--- src/rtl/axi_sram_responder_pkg.sv ---
// Shared types for the AXI4-to-SRAM responder: channel structs, FSM states,
// read-FIFO entry and the burst address step.
package axi_sram_responder_pkg;

  localparam int unsigned AxiAddrWidth = 64;
  localparam int unsigned AxiDataWidth = 64;
  localparam int unsigned AxiIdWidth   = 4;
  localparam int unsigned AxiStrbWidth = AxiDataWidth / 8;

  localparam logic [1:0] AXI_RESP_OKAY   = 2'b00;
  localparam logic [1:0] AXI_BURST_FIXED = 2'b00;

  typedef enum logic [1:0] {
    ST_IDLE,
    ST_WRITE,
    ST_WRITE_RESP,
    ST_READ
  } responder_state_e;

  typedef struct packed {
    logic [AxiIdWidth-1:0]   id;
    logic [AxiAddrWidth-1:0] addr;
    logic [7:0]              len;
    logic [2:0]              size;
    logic [1:0]              burst;
  } axi_ax_t;

  typedef struct packed {
    logic [AxiDataWidth-1:0] data;
    logic [AxiStrbWidth-1:0] strb;
    logic                    last;
  } axi_w_t;

  typedef struct packed {
    logic [AxiIdWidth-1:0] id;
    logic [1:0]            resp;
  } axi_b_t;

  typedef struct packed {
    logic [AxiIdWidth-1:0]   id;
    logic [AxiDataWidth-1:0] data;
    logic [1:0]              resp;
    logic                    last;
  } axi_r_t;

  typedef struct packed {
    axi_ax_t aw;
    logic    aw_valid;
    axi_w_t  w;
    logic    w_valid;
    logic    b_ready;
    axi_ax_t ar;
    logic    ar_valid;
    logic    r_ready;
  } axi_req_t;

  typedef struct packed {
    logic   aw_ready;
    logic   w_ready;
    axi_b_t b;
    logic   b_valid;
    logic   ar_ready;
    axi_r_t r;
    logic   r_valid;
  } axi_resp_t;

  typedef struct packed {
    logic [AxiDataWidth-1:0] data;
    logic [AxiIdWidth-1:0]   id;
    logic                    last;
  } rd_entry_t;

  // WRAP bursts deliberately take the INCR path.
  function automatic logic [AxiAddrWidth-1:0] axi_next_addr(
    input logic [AxiAddrWidth-1:0] addr,
    input logic [2:0]              size,
    input logic [1:0]              burst
  );
    if (burst == AXI_BURST_FIXED) return addr;
    return addr + (AxiAddrWidth'(1) << size);
  endfunction

endpackage

--- src/rtl/axi_sram_responder_rd_fifo.sv ---
// Two-entry FIFO holding SRAM read beats {data, id, last} until the R
// channel accepts them.
module axi_sram_responder_rd_fifo
  import axi_sram_responder_pkg::*;
(
  input  logic       clk_i,
  input  logic       rst_ni,
  input  logic       i_push,
  input  logic       i_pop,
  input  rd_entry_t  i_data,
  output rd_entry_t  o_head,
  output logic       o_full,
  output logic       o_empty,
  output logic [1:0] o_count
);

  rd_entry_t  r_mem [2];
  logic       r_wptr;
  logic       r_rptr;
  logic [1:0] r_count;
  logic       w_push;
  logic       w_pop;

  assign o_full  = (r_count == 2'd2);
  assign o_empty = (r_count == 2'd0);
  assign o_count = r_count;
  assign o_head  = r_mem[r_rptr];

  // A push into a full FIFO is only accepted when a pop frees a slot.
  assign w_pop  = i_pop && !o_empty;
  assign w_push = i_push && (!o_full || w_pop);

  always_ff @(posedge clk_i or negedge rst_ni) begin
    if (!rst_ni) begin
      r_wptr  <= 1'b0;
      r_rptr  <= 1'b0;
      r_count <= 2'd0;
    end else begin
      if (w_push) r_wptr <= ~r_wptr;
      if (w_pop)  r_rptr <= ~r_rptr;
      r_count <= r_count + {1'b0, w_push} - {1'b0, w_pop};
    end
  end

  always_ff @(posedge clk_i) begin
    if (w_push) r_mem[r_wptr] <= i_data;
  end

endmodule

--- src/rtl/axi_sram_responder.sv ---
// AXI4 subordinate terminating on a single-port SRAM with one-cycle read
// latency; serves one burst at a time. DataWidth must match AxiDataWidth.
module axi_sram_responder
  import axi_sram_responder_pkg::*;
#(
  parameter int unsigned DataWidth    = AxiDataWidth,
  parameter int unsigned MemAddrWidth = 16
) (
  input  logic                    clk_i,
  input  logic                    rst_ni,
  input  axi_req_t                axi_req_i,
  output axi_resp_t               axi_resp_o,
  output logic                    mem_req_o,
  output logic                    mem_we_o,
  output logic [MemAddrWidth-1:0] mem_addr_o,
  output logic [DataWidth/8-1:0]  mem_be_o,
  output logic [DataWidth-1:0]    mem_wdata_o,
  input  logic [DataWidth-1:0]    mem_rdata_i
);

  localparam int unsigned AddrLsb = $clog2(DataWidth / 8);

  responder_state_e        r_state;
  logic [AxiIdWidth-1:0]   r_id;
  logic [AxiAddrWidth-1:0] r_addr;
  logic [7:0]              r_len;
  logic [7:0]              r_beat;
  logic [2:0]              r_size;
  logic [1:0]              r_burst;
  logic                    r_prio_w;
  logic                    r_rd_done;
  logic                    r_inflight;
  logic                    r_inflight_last;
  logic                    r_en;

  logic                    w_grant_w;
  logic                    w_idle;
  logic                    w_aw_hs;
  logic                    w_ar_hs;
  logic                    w_w_hs;
  logic                    w_b_hs;
  logic                    w_pop;
  logic                    w_last_pop;
  logic                    w_rd_issue;
  logic [2:0]              w_occupancy;
  logic [MemAddrWidth-1:0] w_word_addr;
  rd_entry_t               w_push_data;
  rd_entry_t               w_fifo_head;
  logic                    w_fifo_full;
  logic                    w_fifo_empty;
  logic [1:0]              w_fifo_count;
  logic                    w_unused;

  assign w_unused = axi_req_i.w.last ^ w_fifo_full;

  // r_en keeps every ready low while reset is asserted, even with valids high.
  assign w_idle    = r_en && (r_state == ST_IDLE);
  assign w_grant_w = axi_req_i.aw_valid && (!axi_req_i.ar_valid || r_prio_w);
  assign w_aw_hs   = w_idle && w_grant_w;
  assign w_ar_hs   = w_idle && axi_req_i.ar_valid && !w_grant_w;
  assign w_w_hs    = (r_state == ST_WRITE) && axi_req_i.w_valid;
  assign w_b_hs    = (r_state == ST_WRITE_RESP) && axi_req_i.b_ready;

  assign w_pop      = !w_fifo_empty && axi_req_i.r_ready;
  assign w_last_pop = w_pop && w_fifo_head.last;

  // Counting a same-cycle pop as free space sustains one R beat per cycle.
  assign w_occupancy = {1'b0, w_fifo_count} + {2'b00, r_inflight} - {2'b00, w_pop};
  assign w_rd_issue  = (r_state == ST_READ) && !r_rd_done && (w_occupancy < 3'd2);

  assign w_word_addr = r_addr[AddrLsb +: MemAddrWidth];

  always_comb begin
    mem_req_o   = w_w_hs || w_rd_issue;
    mem_we_o    = w_w_hs;
    mem_addr_o  = (w_w_hs || w_rd_issue) ? w_word_addr : '0;
    mem_be_o    = '0;
    mem_wdata_o = '0;
    if (w_w_hs) begin
      mem_be_o    = axi_req_i.w.strb;
      mem_wdata_o = axi_req_i.w.data;
    end else if (w_rd_issue) begin
      mem_be_o = '1;
    end
  end

  always_comb begin
    axi_resp_o          = '0;
    axi_resp_o.aw_ready = w_aw_hs;
    axi_resp_o.ar_ready = w_ar_hs;
    axi_resp_o.w_ready  = (r_state == ST_WRITE);
    axi_resp_o.b_valid  = (r_state == ST_WRITE_RESP);
    axi_resp_o.b.id     = r_id;
    axi_resp_o.b.resp   = AXI_RESP_OKAY;
    axi_resp_o.r_valid  = !w_fifo_empty;
    axi_resp_o.r.id     = w_fifo_head.id;
    axi_resp_o.r.data   = w_fifo_head.data;
    axi_resp_o.r.last   = w_fifo_head.last;
    axi_resp_o.r.resp   = AXI_RESP_OKAY;
  end

  always_ff @(posedge clk_i or negedge rst_ni) begin
    if (!rst_ni) begin
      r_state         <= ST_IDLE;
      r_beat          <= 8'd0;
      r_prio_w        <= 1'b1;
      r_rd_done       <= 1'b0;
      r_inflight      <= 1'b0;
      r_inflight_last <= 1'b0;
      r_en            <= 1'b0;
    end else begin
      r_en            <= 1'b1;
      r_inflight      <= w_rd_issue;
      r_inflight_last <= w_rd_issue && (r_beat == r_len);
      case (r_state)
        ST_IDLE: begin
          if (w_aw_hs) begin
            r_state  <= ST_WRITE;
            r_beat   <= 8'd0;
            r_prio_w <= 1'b0;
          end else if (w_ar_hs) begin
            r_state   <= ST_READ;
            r_beat    <= 8'd0;
            r_rd_done <= 1'b0;
            r_prio_w  <= 1'b1;
          end
        end
        ST_WRITE: begin
          if (w_w_hs) begin
            if (r_beat == r_len) r_state <= ST_WRITE_RESP;
            else                 r_beat  <= r_beat + 8'd1;
          end
        end
        ST_WRITE_RESP: begin
          if (w_b_hs) r_state <= ST_IDLE;
        end
        ST_READ: begin
          if (w_rd_issue) begin
            if (r_beat == r_len) r_rd_done <= 1'b1;
            else                 r_beat    <= r_beat + 8'd1;
          end
          if (w_last_pop) r_state <= ST_IDLE;
        end
        default: r_state <= ST_IDLE;
      endcase
    end
  end

  always_ff @(posedge clk_i) begin
    if (w_aw_hs) begin
      r_id    <= axi_req_i.aw.id;
      r_addr  <= axi_req_i.aw.addr;
      r_len   <= axi_req_i.aw.len;
      r_size  <= axi_req_i.aw.size;
      r_burst <= axi_req_i.aw.burst;
    end else if (w_ar_hs) begin
      r_id    <= axi_req_i.ar.id;
      r_addr  <= axi_req_i.ar.addr;
      r_len   <= axi_req_i.ar.len;
      r_size  <= axi_req_i.ar.size;
      r_burst <= axi_req_i.ar.burst;
    end else if (w_w_hs || w_rd_issue) begin
      r_addr <= axi_next_addr(r_addr, r_size, r_burst);
    end
  end

  assign w_push_data = '{data: mem_rdata_i, id: r_id, last: r_inflight_last};

  axi_sram_responder_rd_fifo u_rd_fifo (
    .clk_i   (clk_i),
    .rst_ni  (rst_ni),
    .i_push  (r_inflight),
    .i_pop   (w_pop),
    .i_data  (w_push_data),
    .o_head  (w_fifo_head),
    .o_full  (w_fifo_full),
    .o_empty (w_fifo_empty),
    .o_count (w_fifo_count)
  );

endmodule

--- config.mk ---
export PLATFORM = sky130hd
export DESIGN_NAME = axi_sram_responder
export DESIGN_NICKNAME = d
export VERILOG_FILES = /design/src/rtl/axi_sram_responder_pkg.sv /design/src/rtl/axi_sram_responder_rd_fifo.sv /design/src/rtl/axi_sram_responder.sv
export SDC_FILE = /design/constraint.sdc
export NUM_CORES = 1
export LEC_CHECK = 0
export BUFFER_PORTS_ARGS = -buffer_cell sky130_fd_sc_hd__buf_2
export CORE_AREA = 4 4 182 184
export DETAILED_ROUTE_END_ITERATION = 10
export DIE_AREA = 0 0 186 188
export GPL_TIMING_DRIVEN = 0
export PLACE_DENSITY = 0.68
export RECOVER_POWER = 50
export SYNTH_ARGS = -nofsm -noshare
export SYNTH_HDL_FRONTEND = slang
export SYNTH_HIERARCHICAL = 1
export SYNTH_SLANG_ARGS = --single-unit
--- constraint.sdc ---
create_clock -name clk_i -period 5.65 [get_ports clk_i]
set_clock_uncertainty 0.15 [all_clocks]
set_input_delay 0.565 -clock clk_i [delete_from_list [all_inputs] [get_ports clk_i]]
set_output_delay 0.565 -clock clk_i [all_outputs]
set_load 0.01 [all_outputs]
==> Word-level counts from Yosys, hierarchy flattened <==
Memories as Yosys holds them, arrays and structs flattened.
Index checks and enable logic that the tools add are counted.
W data, S select, Z words.
{ "word_totals": {"reg_bits": 100, "ramBits": 138, "mem_count": 1} }
{ "op_classes": {"add_sub_neg": 6, "magnitude_cmp": 1, "eq_ne": 15, "shifts": 1, "mux": 42, "bitwise_logic": 2, "reduce_logical": 34} }
{ "mem_list": {"columns": ["memory", "words", "width", "read_ports", "rd_ports_with_merged_regs", "wr", "line_no", "rtl"], "rows": [
  ["u_rd_fifo.r_mem", 2, 69, 1, 0, 1, "axi_sram_responder_rd_fifo.sv:17", "rd_entry_t r_mem [2];"]
]} }
{ "ops": {"columns": ["operator", "count"], "rows": [
  ["$mux W64", 5],
  ["$mux W8", 9],
  ["$add A64 B64 Y64", 1],
  ["$shl A1 B3 Y64 const A", 1],
  ["$pmux W8 S3", 1],
  ["$mux W16", 1],
  ["$mux W2", 8],
  ["$logic_and A1 B1 Y1", 14],
  ["$mux W1", 12],
  ["$reduce_and A5 Y1", 2],
  ["$add A8 B1 Y8 const B", 1],
  ["$eq A8 B8 Y1", 1],
  ["$mux W4", 2],
  ["$ne A2 B1 Y1 const B", 4],
  ["$ne A2 B2 Y1 const B", 4],
  ["$pmux W2 S4", 1],
  ["$eq A2 B2 Y1 const B", 3],
  ["$logic_not A2 Y1", 3],
  ["$mux W3", 2],
  ["$reduce_bool A3 Y1", 2],
  ["$logic_not A1 Y1", 5],
  ["$ne A4 B4 Y1 const B", 1],
  ["$reduce_and A2 Y1", 2],
  ["$reduce_and A4 Y1", 1],
  ["other kinds (11)", 15]
]} }

==> Logic depth before layout (Yosys ltp) <==
Gate-level depths: netlist (run 1).
{ "logic_depth": {"word_depth": 14, "depth_mapped": 13, "depth_no_buf": 13} }

==> By module <==
Netlist (run 1), hierarchy kept.
{ "modules_own_cells": {"columns": ["module", "n_inst", "cells_each", "area_each_um2"], "rows": [
  ["axi_sram_responder_rd_fifo", 1, 237, 5544.1],
  ["axi_sram_responder", 1, 427, 3703.6]
]} }

==> Worst setup path after synthesis (run 1) <==
OpenSTA, ideal clock, no wires.
{ "synth_timing": {"path_kind": "input to register", "start": "input axi_req_i[0] (netlist bit)", "end": "memory u_rd_fifo/r_mem[0][0] (netlist bit) (enable)", "setup_ns": 0.496, "arrival_ns": 3.926, "t_required_ns": 5.004, "slack_ns": 1.077, "stages": 3, "n_path_buf": 0, "path_cell_list": "nor2b_1 > o21ai_2 > nor2_1"} }
{ "synth_between": {"elab_chain_cells": 6} }
{ "synth_lines": {"columns": ["element", "line_no", "rtl"], "rows": [
  ["start: declaration", "axi_sram_responder.sv:11", "input axi_req_t axi_req_i,"],
  ["$logic_and A1 B1 Y1", "axi_sram_responder.sv:64", "assign w_pop = !w_fifo_empty && axi_req_i.r_ready;"],
  ["$logic_and A1 B1 Y1", "axi_sram_responder_rd_fifo.sv:30", "assign w_pop = i_pop && !o_empty;"],
  ["$logic_or A1 B1 Y1", "axi_sram_responder_rd_fifo.sv:31", "assign w_push = i_push && (!o_full || w_pop);"],
  ["$logic_and A1 B1 Y1", "axi_sram_responder_rd_fifo.sv:31", null],
  ["$mux W1", "axi_sram_responder_rd_fifo.sv:46", "if (w_push) r_mem[r_wptr] <= i_data;"],
  ["$mux W1 (implied by the code)", "axi_sram_responder_rd_fifo.sv:46", null],
  ["end: declaration", "axi_sram_responder_rd_fifo.sv:17", null]
]} }
Every way passes these cells.

==> Final worst setup path (run 1) <==
{ "layout_timing": {"start": "register u_rd_fifo.r_count[1] (netlist: u_rd_fifo/o_count[1])", "end": "output mem_addr_o[13]"} }
{ "layout_between": {"elab_chain_cells": 8} }
{ "layout_lines": {"columns": ["element", "line_no", "rtl"], "rows": [
  ["start: declaration", "axi_sram_responder_rd_fifo.sv:20", "logic [1:0] r_count;"],
  ["start signal: assignment", "axi_sram_responder_rd_fifo.sv:41", "r_count <= r_count + {1'b0, w_push} - {1'b0, w_pop};"],
  ["$logic_not A2 Y1", "axi_sram_responder_rd_fifo.sv:25", "assign o_empty = (r_count == 2'd0);"],
  ["net w_fifo_empty", "axi_sram_responder.sv:50", "logic w_fifo_empty;"],
  ["$logic_not A1 Y1", "axi_sram_responder.sv:64", null],
  ["$logic_and A1 B1 Y1", "axi_sram_responder.sv:64", null],
  ["net w_pop", "axi_sram_responder.sv:42", "logic w_pop;"],
  ["$sub A3 B1 Y3", "axi_sram_responder.sv:68", "assign w_occupancy = {1'b0, w_fifo_count} + {2'b00, r_inflight} - {2'b00, w_pop};"],
  ["$lt A3 B2 Y1", "axi_sram_responder.sv:69", "assign w_rd_issue = (r_state == ST_READ) && !r_rd_done && (w_occupancy < 3'd2);"],
  ["$logic_and A1 B1 Y1", "axi_sram_responder.sv:69", null],
  ["net w_rd_issue", "axi_sram_responder.sv:44", "logic w_rd_issue;"],
  ["$logic_or A1 B1 Y1", "axi_sram_responder.sv:76", "mem_addr_o = (w_w_hs || w_rd_issue) ? w_word_addr : '0;"],
  ["$mux W16", "axi_sram_responder.sv:76", null],
  ["end: declaration", "axi_sram_responder.sv:15", "output logic [MemAddrWidth-1:0] mem_addr_o,"]
]} }
The timed path passes the listed nets, and every way through them passes these cells.

==> results of run 1 <==
[layout by cell type, fill, tap and decap left out, types with 3 or more instances in the layout]
master / instances
nor2_4: 3
nor3b_1: 4
buf_4: 6
nor4_1: 3
nor2b_1: 9
mux2_1: 59
nand3_1: 17
a21o_1: 8
nand4_1: 3
nor2_1: 21
conb_1: 5
a21oi_1: 20
inv_1: 11
mux2_4: 9
buf_2: 345
o21a_1: 3
and3_1: 5
and2_1: 81
clkinvlp_4: 3
clkbuf_1: 63
inv_8: 8
ha_1: 11
dfrtp_1: 18
nand2b_1: 6
xnor2_1: 9
nand2_1: 68
xor2_1: 17
edfxtp_1: 174
o21ai_0: 18
a22oi_1: 3
o22ai_1: 15
clkbuf_16: 17
[per-stage QoR]
stage                     instance area [µm²]  hold WS, ps  worst slack (ps)  TNS [ps]
final                                   12000          166               972         0
after global routing                    12000          137               659         0
after CTS                               12400          129               771         0
after detailed placement                11800          282              1040         0
after global placement                  11700          275             -1180   -161440
after floorplan                          9260          119              1080         0
[final cells by class]
cell class | count | area [µm²]
inverter | 14 | 55.1
multi-input combinational | 426 | 2980
clock buffer | 17 | 425
clock inverter | 15 | 190
fill | 3087 | 19400
sequential | 193 | 5700
tap | 402 | 503
antenna | 1 | 2.50
timing repair buffer | 387 | 1970
buffer | 33 | 146
[worst paths after layout]
path,start,endpoint,slack [ps],depth (start not counted)
worst min register to register,r_inflight_last,u_rd_fifo/r_mem[1][0],290,0
worst max register to register,u_rd_fifo/o_count[1],r_addr[16],1220,12
worst max-delay path,u_rd_fifo/o_count[1],mem_addr_o[13],970,12
worst min-delay path,mem_rdata_i[62],u_rd_fifo/r_mem[1][67],170,1
min in group asynchronous,rst_ni,r_beat[5],720,2
max in group asynchronous,rst_ni,r_inflight_last,3990,2
[power groups by stage]
| stage | Combinational (mW) | Sequential [mW] | Clock (mW) |
|---|---|---|---|
| global route | 2.08 | 2.05 | 1.36 |
| floorplan | 1.45 | 2.02 | 0 |
| global placement | 2.14 | 2.06 | 0 |
| CTS | 2.20 | 2.02 | 1.31 |
| finish | 1.88 | 2.02 | 1.26 |
| detailed placement | 2.19 | 2.05 | 0 |
[routing by layer]
layer | up-vias | share of wire, % | track usage, % | wire, µm
li1 | 3214 | - | - | -
met1 | 3147 | 41 | 16.4 | 10300
met2 | 300 | 49 | 23.5 | 12300
met3 | 31 | 7.7 | 3.57 | 1950
met4 | 2 | 2.2 | 4.65 | 553
met5 | - | 0.079 | 0 | 20
[state kept, by name, summed over array words and instances, names as in the netlist, 2 cells and up]
name and cells:
u_rd_fifo/o_count 2, r_len 8, u_rd_fifo/r_mem 138, r_beat 8, r_state 2, r_burst 2, r_id 4, r_addr 19
r_size 3
[worst reg2reg max path: cells and delay by family (launching register included)]
family | cells | cell delay [ps]
simple gates | 7 | 1980
fa+ha+maj | 2 | 800
flops | 1 | 490
buf+inv | 2 | 490
compound gates | 1 | 160
[timing repair]
| item | CTS | global route |
|---|---|---|
| endpoints found under the hold margin | 18 | 0 |
| hold buffers | 1 | 0 |
| gates resized for setup | 0 | 0 |
==> flow_summary_export.csv, run 1 <==
group,metric,value,unit
sta,slew_headroom,25.3,%
setup_path,crit_chain,"nor2_1, nor2b_1, ha_1, nand2b_1, fa_1, nand4b_1, nor2_4, nor2_2, inv_2, clkbuf_1, and2_1, buf_2",
worst_hold_path,hold_class,"primary input to flip-flop",
power,swShare,35.3,%
sta,rsz0062_at_grt,"false",
die,start_util,29.4,%
setup_path,critical_path_buf_inv_count,3,
power,leakage,5.10,nW
placement,dpl.cell_count,1454,
finish,final_cells,1488,
cts,clkTransAtPathRegs,80,ps
setup_path,critPathCaptureType,"output port",
setup_path,arrival,3960,ps
status,status,"completed",
die,top_level_ports,478,
sta,fmax,214,MHz
sta,hold_viol,0,
yosys,yosysWarnings,6,
yosys,synth_area,0.00924,mm²
drt,wl,25.2,mm
placement,place.port_buffers,382,
cts,post_cts_buffers,0,
setup_path,cpMaxStageDelayCell,"dfrtp_1",
die,rows,65,
drt,remaining_drc_errors,0,
finish,drive_gt1_share,37.4,%
global_route,grt_pass1_wl,37.3,mm
setup_path,critPathKind,"flip-flop to output port",
power,ir_worst_vdd,0.193,mV
drt,vias,6694,
sta,min_period_over_period,82.8,%
cts,clk_path_buf_depth,2,
power,switching_power,1.82,mW
power,share_seq_of_total_power,39.1,%
cts,cts-htree-levels,4,
power,p_int,3.34,mW
power,power_frac_clock,24.5,%
cts,clock_latency,430,ps
placement,post-dp-hpwl,19.6,mm
cts,cts_tree,"done",
sta,slew_viol_final,0,
cts,cts_sinks,193,
drt,first_pass_iters,4,
die,core_area,0.0314,mm²
setup_path,cp-start-kind,"flip-flop",
drt,avgRoutedWirePerCell,16.9,µm
placement,gp_congestion,0.883,
setup_path,cpLargestDelayFamily,"simple AND/OR/NAND/NOR gates",
global_route,antenna_found_initial,3,
global_route,grt_pass1_vias,6989,
finish,nets,1391,
cts,cts_root_buf,"clkbuf_16",
power,power,5.16,mW
global_route,track_usage,13.6,%
setup_path,critPathRequiredTime,4930,ps
finish,final_util,38.2,%
sta,worst_slew_pin_slew,1110,ps
power,power.density,431,mW/mm²
cts,cts_buffers,17,
global_route,grt-ovfl-total,0,
die,die_area,0.0350,mm²
die,die_x,186,µm
die,die_h,188,µm
drt,drtAntennaViolNets,0,
yosys,synth.avg_cell_area,13.9,µm²
drt,via_per_inst,4.50,
finish,area_delta_synth_final,29.6,%
yosys,syn-instance-count,663,
sta,finalSetupViolCount,0,
power,comb_power_share,36.4,%
global_route,grt_start_max_net_pins,26,
setup_path,cpPeakStageDelay,490,ps
sta,post-route-min-period,4680,ps
flow_run,maxCapViolations,0,
setup_path,worstPathMaxFanout,10,
drt,drtIter0Drc,286,
(Power assumes the default switching activity.)
==> run 2, diff against run 1 <==
- ABC_AREA: not set -> 1
- CORE_AREA: 4 4 182 184 -> 4 4 186 188
- DIE_AREA: 0 0 186 188 -> 0 0 190 192
- clock period: 5.65 -> 4.8 ns (I/O delays scaled with it)
==> run 2 against run 1 <==
Clock power rose by 21%; non-clock buffer count rose by 7; clock-buffer cell count rose by 5; final cell count rose by 32%; setup slack got worse by 85 ps; core utilization rose by 0.28 points; wire length rose by 14%.
==> flow_summary_export.csv, run 2 <==
group,metric,value,unit
global_route,track_usage,14.7,%
worst_hold_path,hold_end,"u_rd_fifo/r_mem[0][68]",
sta,post-route-min-period,3910,ps
cts,clk_path_buf_depth,2,
global_route,grt_pass1_wl,41.9,mm
global_route,grt-ovfl-total,0,
drt,drtIter0Drc,585,
setup_path,r2r_end,"r_addr[15]",
die,die_area,0.0365,mm²
finish,largest_register_ff_count,138,
sta,min_period_over_period,81.5,%
cts,cts_tree,"done",
sta,slew_headroom,2.25,%
power,leakage,6.28,nW
cts,cts_resized,0,
die,core_area,0.0331,mm²
placement,place.port_buffers,382,
flow_run,maxCapViolations,0,
cts,clock_latency,440,ps
sta,fmax,256,MHz
finish,drive_gt1_share,23.3,%
finish,postLayoutCellArea,0.0127,mm²
die,rows,67,
setup_path,critPathKind,"flip-flop to output port",
setup_path,crit_path_frequent_cell,"nor2_1",
finish,fillers,3354,
finish,final_cell_mix,"465 x nand2_1, 288 x buf_2, 174 x edfxtp_1, 131 x inv_1, 123 x clkbuf_1",
die,die_x,190,µm
power,power,6.42,mW
placement,dpl.cell_count,1931,
setup_path,cpPeakStageDelay,520,ps
sta,hold_ws,87.5,ps
setup_path,critPathCaptureType,"output port",
placement,place_area,0.0123,mm²
worst_hold_path,hold_class,"primary input to flip-flop",
setup_path,r2r_setup_slack,1140,ps
drt,via_per_inst,4.30,
placement,dp_slack,1120,ps
setup_path,r2r-start,"u_rd_fifo/o_count[1]",
sta,worst_slew_pin_slew,1460,ps
cts,cts_buffers,17,
finish,multi_input_area,0.00320,mm²
sta,slew_viol_final,0,
power,ir_worst_vdd,0.299,mV
die,top_level_ports,478,
setup_path,critPathRequiredTime,4170,ps
yosys,synth.avg_cell_area,8.89,µm²
worst_hold_path,holdPathStages,1,
placement,gp_congestion,0.883,
cts,cts_sinks,193,
sta,fin_ws,887,ps
global_route,grt_pass1_vias,7993,
finish,mostFrequentLayoutCell,"nand2_1",
die,die_h,192,µm
cts,cts_root_buf,"clkbuf_16",
sta,finalSetupViolCount,0,
sta,hold_viol,0,
cts,cts-htree-levels,4,
setup_path,arrival,3280,ps
placement,post-dp-hpwl,22.2,mm
finish,largest-register,"u_rd_fifo/r_mem",
drt,avgRoutedWirePerCell,14.6,µm
status,status,"completed",
drt,drtAntennaViolNets,0,
worst_hold_path,hold_start,"mem_rdata_i[63]",
drt,wl,28.7,mm
global_route,grt_start_max_net_pins,56,
yosys,synth_area,0.00973,mm²
sta,rsz0062_at_grt,"false",
power,power.density,504,mW/mm²
yosys,syn-instance-count,1095,
die,start_util,29.4,%
setup_path,cp-start-kind,"flip-flop",
cts,clkTransAtPathRegs,70,ps
sta,fin_setup_tns,0,ps
drt,first_pass_iters,5,
setup_path,worstPathMaxFanout,10,
finish,nets,1822,
global_route,antenna_found_initial,5,
drt,vias,8447,
finish,final_cells,1966,
finish,largestRegisters,"u_rd_fifo/r_mem (138), r_addr (19)",
setup_path,cpMaxStageDelayCell,"dfrtp_1",
setup_path,r2r_cells,12,
yosys,yosysWarnings,6,
finish,final_util,38.4,%
setup_path,crit_chain,"nor2_1, nor2_1, ha_1, inv_1, nand2_1, fa_1, xor2_1, nor2_1, nand2_1, inv_1, nor2_8, buf_2, nor2_1, buf_2",
finish,seqCellArea,0.00570,mm²
drt,remaining_drc_errors,0,
finish,area_delta_synth_final,30.8,%
-- run 2: worst max-delay path by stage --
| stage | start | to | slack [ps] | cells after the start |
|---|---|---|---|---|
| finish | u_rd_fifo/o_count[1] | mem_addr_o[13] | 890 | 14 |
| global route | u_rd_fifo/o_count[1] | mem_addr_o[13] | 630 | 14 |
| CTS | u_rd_fifo/o_count[1] | mem_addr_o[13] | 850 | 14 |
| detailed placement | u_rd_fifo/o_count[1] | r_addr[11] | 1120 | 12 |
| global placement | u_rd_fifo/o_count[1] | u_rd_fifo/r_mem[1][21] | -1830 | 6 |
| floorplan | u_rd_fifo/o_count[1] | u_rd_fifo/r_mem[1][0] | 240 | 6 |
-- run 2: worst max-delay path, delay by kind of cell (launching register included) --
kind          cells  cell delay (ps)
simple gates      7              900
buf+inv           4              590
flops             1              520
fa+ha+maj         2              670
xor+xnor          1              160
-- run 2: cell type report --
type | count | share of cell area (%)
Multi-Input combinational cell | 727 | 25.2
Sequential cell | 193 | 44.8
Tap cell | 448 | 4.40
Inverter | 137 | 4.18
Buffer | 41 | 1.83
Antenna cell | 2 | 0.0393
Clock buffer | 22 | 3.57
Clock inverter | 10 | 1.41
Timing Repair Buffer | 386 | 14.6
-- run 2: report_power, final --
group	total, mW	switching, mW	internal (mW)
clock network	1.53	0.632	0.897
logic	2.57	1.75	0.826
registers	2.32	0.147	2.17
total	6.42	2.52	3.89
-- run 2: per-layer routing --
metal	global-route usage, %	wire length [µm]
met5	0	54
met4	3.42	229
met3	3.56	2280
met2	24.5	13700
met1	19.4	12400
-- run 2: what timing repair did --
item / 4_1_cts / 5_1_grt
setup buffers: 0 / 0
hold endpoints to repair: 18 / 0
hold buffers: 1 / 0
==> run 3, diff against run 2 <==
- ABC_AREA: 1 -> 0
- CORE_AREA: 4 4 186 188 -> 4 4 182 184
- DIE_AREA: 0 0 190 192 -> 0 0 186 188
- PLACE_DENSITY: 0.68 -> 0.7
- clock period: 4.8 -> 3.2 ns (I/O delays scaled with it)
==> run 3 against run 2 <==
The flow now finishes with violations (negative setup slack); first-iteration DRC count down 36%; wire length down 5.8%; die area down 4.1%; critical path depth down 2; setup slack worse by 910 ps; critical path type unchanged.
==> flow_summary_export.csv, run 3 (same netlist as run 1, synthesis figures left out) <==
group,metric,value,unit
placement,dp_slack,-551,ps
placement,post-dp-hpwl,19.3,mm
setup_path,r2r_end,"r_addr[16]",
cts,cts-htree-levels,4,
die,start_util,29.4,%
die,die_x,186,µm
power,ir_worst_vdd,0.401,mV
sta,slew_headroom,25.4,%
worst_hold_path,hold_start,"axi_req_i[171]",
die,top_level_ports,478,
sta,worst_slew_pin_slew,1120,ps
finish,mostFrequentLayoutCell,"buf_2",
cts,clock_latency,440,ps
sta,slew_viol_final,0,
power,power.density,745,mW/mm²
global_route,grt_pass1_vias,7540,
drt,wl,27.0,mm
die,rows,65,
global_route,grt_pass1_wl,40.5,mm
cts,cts_sinks,193,
global_route,track_usage,14.7,%
setup_path,r2r_setup_slack,140,ps
setup_path,r2r_cells,7,
setup_path,r2r-start,"r_state[1]",
placement,dpl.cell_count,1454,
sta,hold_viol,0,
sta,fin_ws,-20.5,ps
finish,largestRegisters,"u_rd_fifo/r_mem (138), r_addr (19)",
finish,drive_gt1_share,43.0,%
status,violations,"negative setup slack",
sta,hold_ws,29.0,ps
finish,final_cell_mix,"314 x buf_2, 174 x edfxtp_1, 80 x dlygate4sd3_1, 69 x mux2_4, 67 x nand2_1",
drt,drtAntennaViolNets,0,
setup_path,critPathKind,"flip-flop to output port",
setup_path,worstPathMaxFanout,5,
finish,final_util,42.7,%
finish,final_cells,1580,
die,die_h,188,µm
drt,remaining_drc_errors,0,
sta,fmax,311,MHz
setup_path,critPathRequiredTime,2730,ps
setup_path,critPathCaptureType,"output port",
power,leakage,5.85,nW
setup_path,setup.worst_path.start,"u_rd_fifo/o_count[1]",
cts,cts_root_buf,"clkbuf_16",
finish,diodes,0,
cts,clk_path_buf_depth,2,
drt,first_pass_iters,5,
global_route,grt_start_max_net_pins,31,
cts,cts_tree,"done",
worst_hold_path,hold_class,"primary input to flip-flop",
cts,cts_buffers,17,
cts,clkTransAtPathRegs,80,ps
flow_run,maxCapViolations,0,
finish,nets,1485,
sta,rsz0062_at_grt,"true",
sta,min_period_over_period,101,%
finish,area_delta_synth_final,45.0,%
drt,avgRoutedWirePerCell,17.1,µm
setup_path,critPathCapture,"mem_addr_o[6]",
power,power,9.99,mW
status,status,"complete, but fails checks",
setup_path,arrival,2750,ps
global_route,grt-ovfl-total,0,
drt,via_per_inst,4.57,
global_route,antenna_found_initial,0,
finish,largest-register,"u_rd_fifo/r_mem",
sta,post-route-min-period,3220,ps
die,core_area,0.0314,mm²
setup_path,cp-start-kind,"flip-flop",
die,die_area,0.0350,mm²
finish,largest_register_ff_count,138,
drt,vias,7217,
drt,drtIter0Drc,372,
sta,finalSetupViolCount,11,
placement,gp_congestion,0.873,
placement,place.port_buffers,382,
run 3: changes by cell type in the layout (fill, tap and decap cells not counted), sizes merged, moves of 17 or more:
cell / change
buf: +54
nand2: -399
nand3: -38
a21oi: +17
clkbuf: -52
inv: -116
dlygate4sd3: +79
mux2: +69
and2: +80
nor2: -92
run 3: what timing repair did:
item / in CTS / in global routing
cloned: 2 / 2
setup endpoints to repair: 48 / 108
hold buffers: 80 / 0
gates resized for setup: 52 / 5
pin swaps: 11 / 5
setup buffers: 9 / 2
endpoints found under the hold margin: 156 / 0
run 3: layout make-up:
type	instances	area, µm²
clock inverters	13	123
flip-flops and latches	193	5700
repair buffers	479	2940
fillers	2893	18000
multi-input cells	428	3350
clock buffers	18	429
plain buffers	33	292
inverters	14	65.1
well taps	402	503
run 3: worst min path at each step:
| stage | end | slack, ps | cells past startpoint |
|---|---|---|---|
| after floorplan | r_beat[0] | -130 | 0 |
| after global placement | r_beat[4] | 150 | 1 |
| after detailed placement | r_beat[4] | 150 | 1 |
| after global routing | r_len[0] | 20 | 3 |
| final | r_len[7] | 30 | 3 |
| after CTS | r_len[5] | 3 | 3 |
run 3: power breakdown:
part / internal (mW) / switching [mW]
clock: 1.03 / 1.00
sequential: 3.30 / 0.279
combinational: 2.20 / 2.18
total: 6.53 / 3.46
run 3: critical path, cell delays in order, from the launching register on:
cell,delay [ps]
dfrtp_2,430
nor2_4,140
nor2b_4,60
ha_4,200
nand2b_4,130
fa_1,480
nand4b_1,160
nor2_4,170
nor2_4,60
inv_4,100
clkbuf_8,160
and2_4,150
buf_6,90
run 3: routing by layer:
layer / up-vias / wire length [µm] / global-route usage [%]
met5: - / 0 / 0
met3: 31 / 2080 / 3.51
li1: 3401 / - / -
met1: 3435 / 10800 / 18.2
met4: 0 / 491 / 3.90
met2: 350 / 13600 / 25.7
run 3: stage by stage:
stage	instance area (µm²)	setup TNS [ps]
finish	13400	-154
global route	13400	-2620
CTS	13400	-1660
detailed placement	11800	-16050
global placement	11700	-184420
floorplan	9270	-1750
